### src/rtl/cic_dec_pkg.sv
// cic_dec_pkg: shared widths, gain constants and the 18-bit saturation helper for the CIC decimator.
package cic_dec_pkg;
  localparam int STAGES = 3;
  localparam int ACC_W = 48;
  localparam int RATE_W = 10;
  localparam int DATA_W = 18;
  localparam int EXP_MAX = 30;
  localparam logic [DATA_W-1:0] MANT_ONE = 18'h20000;
  function automatic logic [DATA_W-1:0] sat18(input logic signed [ACC_W-1:0] v);
    return (v > 48'sd131071) ? 18'h1FFFF : (v < -48'sd131072) ? 18'h20000 : v[DATA_W-1:0];
  endfunction
endpackage

### src/rtl/cic_dec_core.sv
// cic_dec_core: cascaded integrators, decimation phase counter and single-stage comb chain.
module cic_dec_core
  import cic_dec_pkg::*;
(
  input  logic              clk,
  input  logic              reset,
  input  logic              clr,
  input  logic              en,
  input  logic [DATA_W-1:0] din,
  input  logic [RATE_W-1:0] decimation,
  output logic [ACC_W-1:0]  comb_out,
  output logic              comb_vld
);
  logic [ACC_W-1:0] integ_q [STAGES];
  logic [ACC_W-1:0] integ_d [STAGES];
  logic [ACC_W-1:0] dly_q [STAGES];
  logic [ACC_W-1:0] dly_d [STAGES];
  logic [ACC_W-1:0] comb_q, comb_d, acc, c;
  logic [RATE_W-1:0] cnt_q, cnt_d;
  logic vld_q, vld_d, strobe;
  always_comb begin
    strobe = en && !clr && cnt_q >= decimation;
    cnt_d = clr ? '0 : !en ? cnt_q : strobe ? '0 : cnt_q + 1'b1;
    acc = {{(ACC_W-DATA_W){din[DATA_W-1]}}, din};
    for (int k = 0; k < STAGES; k++) begin
      integ_d[k] = clr ? '0 : en ? integ_q[k] + acc : integ_q[k];
      acc = integ_d[k];
    end
    // combs see the integrator value that includes the strobing sample
    c = acc;
    for (int k = 0; k < STAGES; k++) begin
      dly_d[k] = clr ? '0 : strobe ? c : dly_q[k];
      c = c - dly_q[k];
    end
    comb_d = strobe ? c : comb_q;
    vld_d = strobe;
  end
  always_ff @(posedge clk)
    if (reset) begin
      cnt_q <= '0;
      comb_q <= '0;
      vld_q <= 1'b0;
      for (int k = 0; k < STAGES; k++) begin
        integ_q[k] <= '0;
        dly_q[k] <= '0;
      end
    end else begin
      cnt_q <= cnt_d;
      comb_q <= comb_d;
      vld_q <= vld_d;
      for (int k = 0; k < STAGES; k++) begin
        integ_q[k] <= integ_d[k];
        dly_q[k] <= dly_d[k];
      end
    end
  assign comb_out = comb_q;
  assign comb_vld = vld_q;
endmodule

### src/rtl/cic_decimator.sv
// cic_decimator: CIC decimator with exponent/mantissa gain, invert and bypass.
// Defining CIC_DEC_TEST_EN adds the test/testValue override ports.
module cic_decimator
  import cic_dec_pkg::*;
(
  input  logic              clk,
  input  logic              reset,
  input  logic              clkEn,
  input  logic [DATA_W-1:0] dataIn,
  input  logic [RATE_W-1:0] decimation,
  input  logic [4:0]        exponent,
  input  logic [DATA_W-1:0] mantissa,
  input  logic              bypass,
  input  logic              invert,
`ifdef CIC_DEC_TEST_EN
  input  logic              test,
  input  logic [DATA_W-1:0] testValue,
`endif
  output logic [DATA_W-1:0] dataOut,
  output logic              dataOutEn
);
  logic bypass_q, clr, comb_vld;
  logic [ACC_W-1:0] comb_out;
  logic [DATA_W-1:0] p2_q, p2_d, p3_q, p3_d, out_q, out_d, src;
  logic p2_vld_q, p2_vld_d, p3_vld_q, p3_vld_d, out_en_q, out_en_d;
  logic [4:0] sh;
  logic signed [36:0] prod;
  cic_dec_core u_core (
    .clk(clk),
    .reset(reset),
    .clr(clr),
    .en(clkEn),
    .din(dataIn),
    .decimation(decimation),
    .comb_out(comb_out),
    .comb_vld(comb_vld)
  );
  always_comb begin
    clr = bypass_q && !bypass;
    sh = exponent > 5'(EXP_MAX) ? 5'(EXP_MAX) : exponent;
    p2_d = comb_vld ? DATA_W'((comb_out << sh) >> (ACC_W-DATA_W)) : p2_q;
    p2_vld_d = comb_vld && !clr;
    prod = 37'(signed'(p2_q)) * 37'(signed'({1'b0, mantissa}));
    p3_d = p2_vld_q ? sat18(ACC_W'((prod + 37'sd65536) >>> 17)) : p3_q;
    p3_vld_d = p2_vld_q && !clr;
    // a CIC sample still in flight when bypass drops must not leak out
    src = bypass ? dataIn : p3_q;
    out_en_d = bypass ? clkEn : p3_vld_q && !clr;
    out_d = out_en_d ? (invert ? sat18(-ACC_W'(signed'(src))) : src) : out_q;
`ifdef CIC_DEC_TEST_EN
    out_d = test ? testValue : out_d;
    out_en_d = test ? clkEn : out_en_d;
`endif
  end
  always_ff @(posedge clk)
    if (reset) begin
      bypass_q <= 1'b0;
      p2_q <= '0;
      p3_q <= '0;
      out_q <= '0;
      p2_vld_q <= 1'b0;
      p3_vld_q <= 1'b0;
      out_en_q <= 1'b0;
    end else begin
      bypass_q <= bypass;
      p2_q <= p2_d;
      p3_q <= p3_d;
      out_q <= out_d;
      p2_vld_q <= p2_vld_d;
      p3_vld_q <= p3_vld_d;
      out_en_q <= out_en_d;
    end
  assign dataOut = out_q;
  assign dataOutEn = out_en_q;
endmodule

### config.mk
export PLATFORM = sky130hd
export DESIGN_NAME = cic_decimator
export DESIGN_NICKNAME = d
export VERILOG_FILES = /design/src/rtl/cic_dec_pkg.sv /design/src/rtl/cic_dec_core.sv /design/src/rtl/cic_decimator.sv
export SDC_FILE = /design/constraint.sdc
export NUM_CORES = 2
export LEC_CHECK = 0
export ABC_AREA = 1
export BUFFER_PORTS_ARGS = -buffer_cell sky130_fd_sc_hd__buf_2
export CORE_ASPECT_RATIO = 1.1
export CORE_MARGIN = 5
export CORE_UTILIZATION = 60
export DETAILED_ROUTE_END_ITERATION = 10
export PLACE_DENSITY = 0.77
export SLEW_MARGIN = 5
export SYNTH_ARGS = -nofsm -noshare
export SYNTH_HDL_FRONTEND = slang
export SYNTH_SLANG_ARGS = --single-unit
### constraint.sdc
create_clock -name clk -period 21.1 [get_ports clk]
set_input_delay 3.165 -clock clk [delete_from_list [all_inputs] [get_ports clk]]
set_output_delay 3.165 -clock clk [all_outputs]
set_load 0.01 [all_outputs]
# Word level (Yosys, flattened, before mapping)
# Memories as Yosys holds them, arrays and structs flattened.
# Index checks and enable logic that the tools add are counted.
# totals
regBits,117
mem_count,2
output_inout_bits,19
wordCells,74
ramBits,288
input_bits,56
# mem_list
memory,words,width,read_ports,rd_clocked_by_memory_dff,wr,line_no,rtl
u_core.dly_q,3,48,3,0,3,cic_dec_core.sv:16,logic [ACC_W-1:0] dly_q [STAGES];
u_core.integ_q,3,48,3,0,3,cic_dec_core.sv:14,logic [ACC_W-1:0] integ_q [STAGES];
# classes
reduce_logical,9
shift,1
n_lt_le_gt_ge,6
n_mux,30
n_addsub,9
mul,1
bitwise_logic,6
# ops
operator,n
48-bit 2-to-1 mux,18
48-bit adder,3
48-bit subtractor,3
18-bit 2-to-1 mux,6
"48-bit by 18-bit greater-than comparator with 1-bit output, second input constant",1
"48-bit by 18-bit < comparator with 1-bit output, second input constant",1
18-bit negation with 48-bit output,1
48-bit by 5-bit left shift with 48-bit output,1
"37-bit by 18-bit adder with 38-bit output, second input constant",1
18-bit by 19-bit multiplier with 37-bit output,1
"21-bit by 18-bit greater-than comparator with 1-bit output, second input constant",1
"21-bit by 18-bit < comparator with 1-bit output, second input constant",1
"10-bit by 1-bit adder with 10-bit output, second input constant",1
10-bit greater-or-equal comparator,1
10-bit 2-to-1 mux,1
1-bit logical AND,6
1-bit OR,6
"5-bit greater-than comparator, second input constant",1
5-bit 2-to-1 mux,1
1-bit 2-to-1 mux,4
1-bit logical NOT,2
2-bit OR reduction,1

# Logic depth before layout (Yosys ltp)
# depth
ltp_word,14
depth_mapped,73
depth_no_buf,73

# Hierarchy
# Synthesis repeated with hierarchy kept, for this count alone.
# hier_totals
hier_cells,6951
hier_area_um2,45676.3
# modules_own_cells
mod,cells_per_inst,n_inst,seq_area_each_um2,area_per_inst_um2
cic_dec_core,4501,1,6946.7,29136.7
cic_decimator,2450,1,1161.1,16539.6

# Worst setup path before layout
# Ideal clock, no wire load.
# synth_timing
kind,input to register
startpoint,input bypass
endpoint,"register u_core.comb_q[47], in the netlist u_core.comb_out[47]"
setup_time_ns,0.109
cell_stages,63
setup_slack_ns,7.914
n_path_buf,4
required_time_ns,20.991
t_arrival_ns,13.077
cell_sequence,buf_4 > clkbuf_1 > nor2_1 > clkbuf_1 > clkbuf_1 > nor3_1 > ha_1 > fa_1 > nand3_1 > nand3_1 > a21oi_1 > o21ai_0 > a21oi_1 > o21ai_0 > a21oi_1 > o21bai_1 > a21oi_1 > o21ai_0 > [27 not listed] > nand3_1 > and3_1 > o31ai_1 > a21oi_1 > o21ai_0 > xor2_1 > inv_1 > ha_1 > inv_1 > nor3_1 > nand2_1 > o311ai_0 > xor2_1 > inv_1 > nand2_1 > nand3_1 > nand2_1 > inv_1
# synth_lines
item,line_no,rtl
"start, declared",cic_decimator.sv:13,"input logic bypass,"
"end signal, assigned",cic_dec_core.sv:49,comb_q <= comb_d;
"end, declared",cic_dec_core.sv:18,"logic [ACC_W-1:0] comb_q, comb_d, acc, c;"

==> results.yml <==
run_status:
  outcome: "complete, no violations"
yosys:
  yosys_register_bits: 405
  async_flop_share_pct: 0
  synthFlopType: "dfxtp_1"
  synthesis.area_um2: 44400
  synth.avg_cell_area_um2: 6.66
  ys_warn_count: 0
  synthCells: 6666
  syn_nets: 7407
  synth_cell_type_count: 59
  synth-seq-area-share_pct: 18.3
  synth-edff-count: 0
placed_design:
  numPortBuffers: 74
  dp_hpwl_um: 93400
  place.gp.congestion: 0.973
critical_path:
  critPathCaptureType: "flip-flop"
  cp-endpoint: "u_core.comb_out[47]"
  cp_common_cell: "inv_1"
  reg2reg_slack_ns: 8.69
  max_stage_delay_ns: 0.55
  cp_slowest_cell: "o21ai_0"
  cp.arrival_ns: 15.41
  critPathLaunch: "clkEn"
  required_ns: 21.60
  reg2reg_to: "u_core.comb_out[47]"
  startpoint_type: "input pin"
  reg2reg_depth: 63
  path_max_fanout: 96
  r2r-start: "u_core.integ_q[0][0]"
  path_class: "in -> reg"
run:
  drv_cap: 0
clock_tree:
  cts_setup_buffers: 0
  clk_pin_slew_ns: 0.06
  cts_tree: "yes"
  cts_hold_buffers: 0
  cts_buffers: 50
  root_buffer: "clkbuf_16"
  cts_resized: 0
  h-tree-depth: 2
  cts_num_sinks: 405
  clk_latency_ns: 0.61
  cts.path.max_buffers: 3
route:
  first_pass_iters: 6
  drt-initial-drc-count: 2944
  drcViolationCount: 0
  postRouteAntennaNets: 0
  vias_per_cell: 5.58
  drt_wl_total_um: 121000
  wl_per_cell_um: 16.1
  vias: 42100
global_routing:
  met1_usage_pct: 39.1
  grt_overflow_total: 0
  grt_pass1_vias: 40800
  antenna_found_initial: 0
  grt_use_met3_pct: 3.29
  busiest_layer: "met2"
  grt_pass1_wl_um: 200000
  use_met2_pct: 52.6
  grtUsageTotal_pct: 29.9
  grt_max_degree: 117
sta:
  slew_violations: 0
  worst_pin_slew_ns: 1.12
  fmax_mhz: 67.1
  hold_viol: 0
  fin_worst_skew_ns: 0.0295
  rsz0062_at_grt: "no"
  period_needed_ns: 14.91
  period_share_pct: 70.6
  fin_tns_setup_ns: 0
  holdWs_ns: 0.460
  timing.slew.headroom_pct: 25.3
  setup_violations: 0
floorplan:
  boundaryPins: 75
  die_h_um: 295
  dieArea_um2: 79500
  core_area_um2: 73300
  start_util_pct: 60.6
  chipWidth_um: 269
  fp-row-count: 104
power_and_ir_drop:
  p_leak_nw: 24.5
  power.density_nw_per_um2: 105
  ir_drop_mv: 0.0973
final_layout:
  syn2layout_area_growth_pct: 5.68
  fin_nets: 7293
  drive_above_1_share_pct: 4.43
  antenna_cells_inserted: 0
min_path:
  hold_path.class: "reg -> reg"
worst max-delay path: cells and delay by family:
family	cells	cell delay, ns
compound gates	22	4.95
xor+xnor	4	0.78
fa+ha+maj	5	1.75
buf+inv	12	2.26
simple gates	16	2.43
registers in the layout (all words and copies together) (netlist names):
name             cells
p2_vld_q             1
dataOutEn            1
u_core.cnt_q        10
p2_q                18
u_core.integ_q     144
p3_q                18
p3_vld_q             1
u_core.comb_vld      1
u_core.comb_out     48
dataOut             18
u_core.dly_q       144
bypass_q             1
through the flow:
stage	utilization, %	area, um^2	setup slack [ns]	cells	total power, W
detailed placement	61.6	45200	5.82	7454	0.00398
global route	64.0	46900	4.73	7546	0.00538
floorplan	-	44400	7.91	6666	0.00324
CTS	64.0	46900	6.41	7546	0.00492
global placement	61.6	45200	6.04	7454	0.00397
finish	64.0	46900	6.19	7546	0.00493
layout by cell type (no fill, tap or decap), types with 50 or more instances in the layout:
| cell | count |
|---|---|
| inv_1 | 1274 |
| nand2_1 | 1180 |
| a21oi_1 | 670 |
| nor2_1 | 652 |
| o21ai_0 | 551 |
| ha_1 | 423 |
| dfxtp_1 | 405 |
| fa_1 | 262 |
| nand3_1 | 176 |
| xor2_1 | 152 |
| o211ai_1 | 94 |
| xnor2_1 | 91 |
| or2_2 | 74 |
| buf_2 | 72 |
| a31oi_1 | 53 |
| clkbuf_16 | 50 |
where the power goes:
group	leakage (nW)	switching [W]	internal [W]
sequential	3.30	0.0000256	0.000802
combinational	20.4	0.00204	0.00114
clock	0.855	0.000370	0.000555
Yosys cell counts (6+ instances only):
library cell  instances  area, um^2
nand2_1            1183        4440
o21ai_0             551        2760
inv_1              1278        4800
a31oi_1              53         332
o21bai_1             25         188
fa_1                262        5250
dfxtp_1             405        8110
o2111ai_1             6        52.6
o211ai_1             94         706
and3_1                7        43.8
a211oi_1             18         135
xor2_1              152        1330
o21a_1               34         255
nor3_1               31         155
a21boi_0             12        90.1
ha_1                423        5290
nor2_1              654        2450
a221oi_1              6        52.6
o31ai_1              13        97.6
a21oi_1             670        3350
or2_2                74         463
clkbuf_1            218         818
mux2i_1               6        60.1
nand4_1              29         181
nand3_1             176         881
o21ai_2               9        78.8
xnor2_1              91         797
a21o_1               23         173
o221ai_1             20         175
nor4_1               22         138
buf_1                38         143
o21ai_1              26         130
worst min-delay path by stage:
| stage | start | to | slack (ns) | cells past startpoint |
|---|---|---|---|---|
| 5_1_grt | u_core.comb_out[7] | u_core.comb_out[7] | 0.48 | 2 |
| 3_3_place_gp | u_core.dly_q[0][103] | u_core.dly_q[0][103] | 0.45 | 2 |
| 3_5_place_dp | u_core.dly_q[0][20] | u_core.dly_q[0][20] | 0.45 | 2 |
| 6_report | u_core.dly_q[0][6] | u_core.dly_q[0][6] | 0.46 | 2 |
| 2_1_floorplan | u_core.dly_q[0][103] | u_core.dly_q[0][103] | 0.43 | 2 |
| 4_1_cts | u_core.dly_q[0][59] | u_core.dly_q[0][59] | 0.46 | 2 |
final cells by class:
class                      count  area (um^2)
clock inverter                22          297
inverter                    1283         4820
multi-input combinational   4716        30500
clock buffer                  70         1460
fill                        6947        26400
timing repair buffer          96          548
tap                          954         1190
sequential                   405         8110
cell families (layout without fill, tap and decap cells):
kind of cell             after synthesis  in the layout  synth area share [%]
buffers and inverters               1545           1471                  13.1
AO/OA/AOI/OAI                       1585           1585                  19.8
multiplexers                           6              6                 0.135
AND/OR/NAND/NOR                     2197           2197                  20.1
adder cells (fa/ha/maj)              685            685                  23.7
XOR/XNOR                             243            243                  4.80
flip-flops                           405            405                  18.3
routing by layer:
layer  routed length, um  vias up  share of wire, %
met5                   0        -                 0
met4                3940        0               3.3
met3                7130      227               5.9
met2               57300     1188                47
met1               52800    19600                44
li1                    -    21100                 -
No activity file was read; power rests on OpenSTA's default activity.
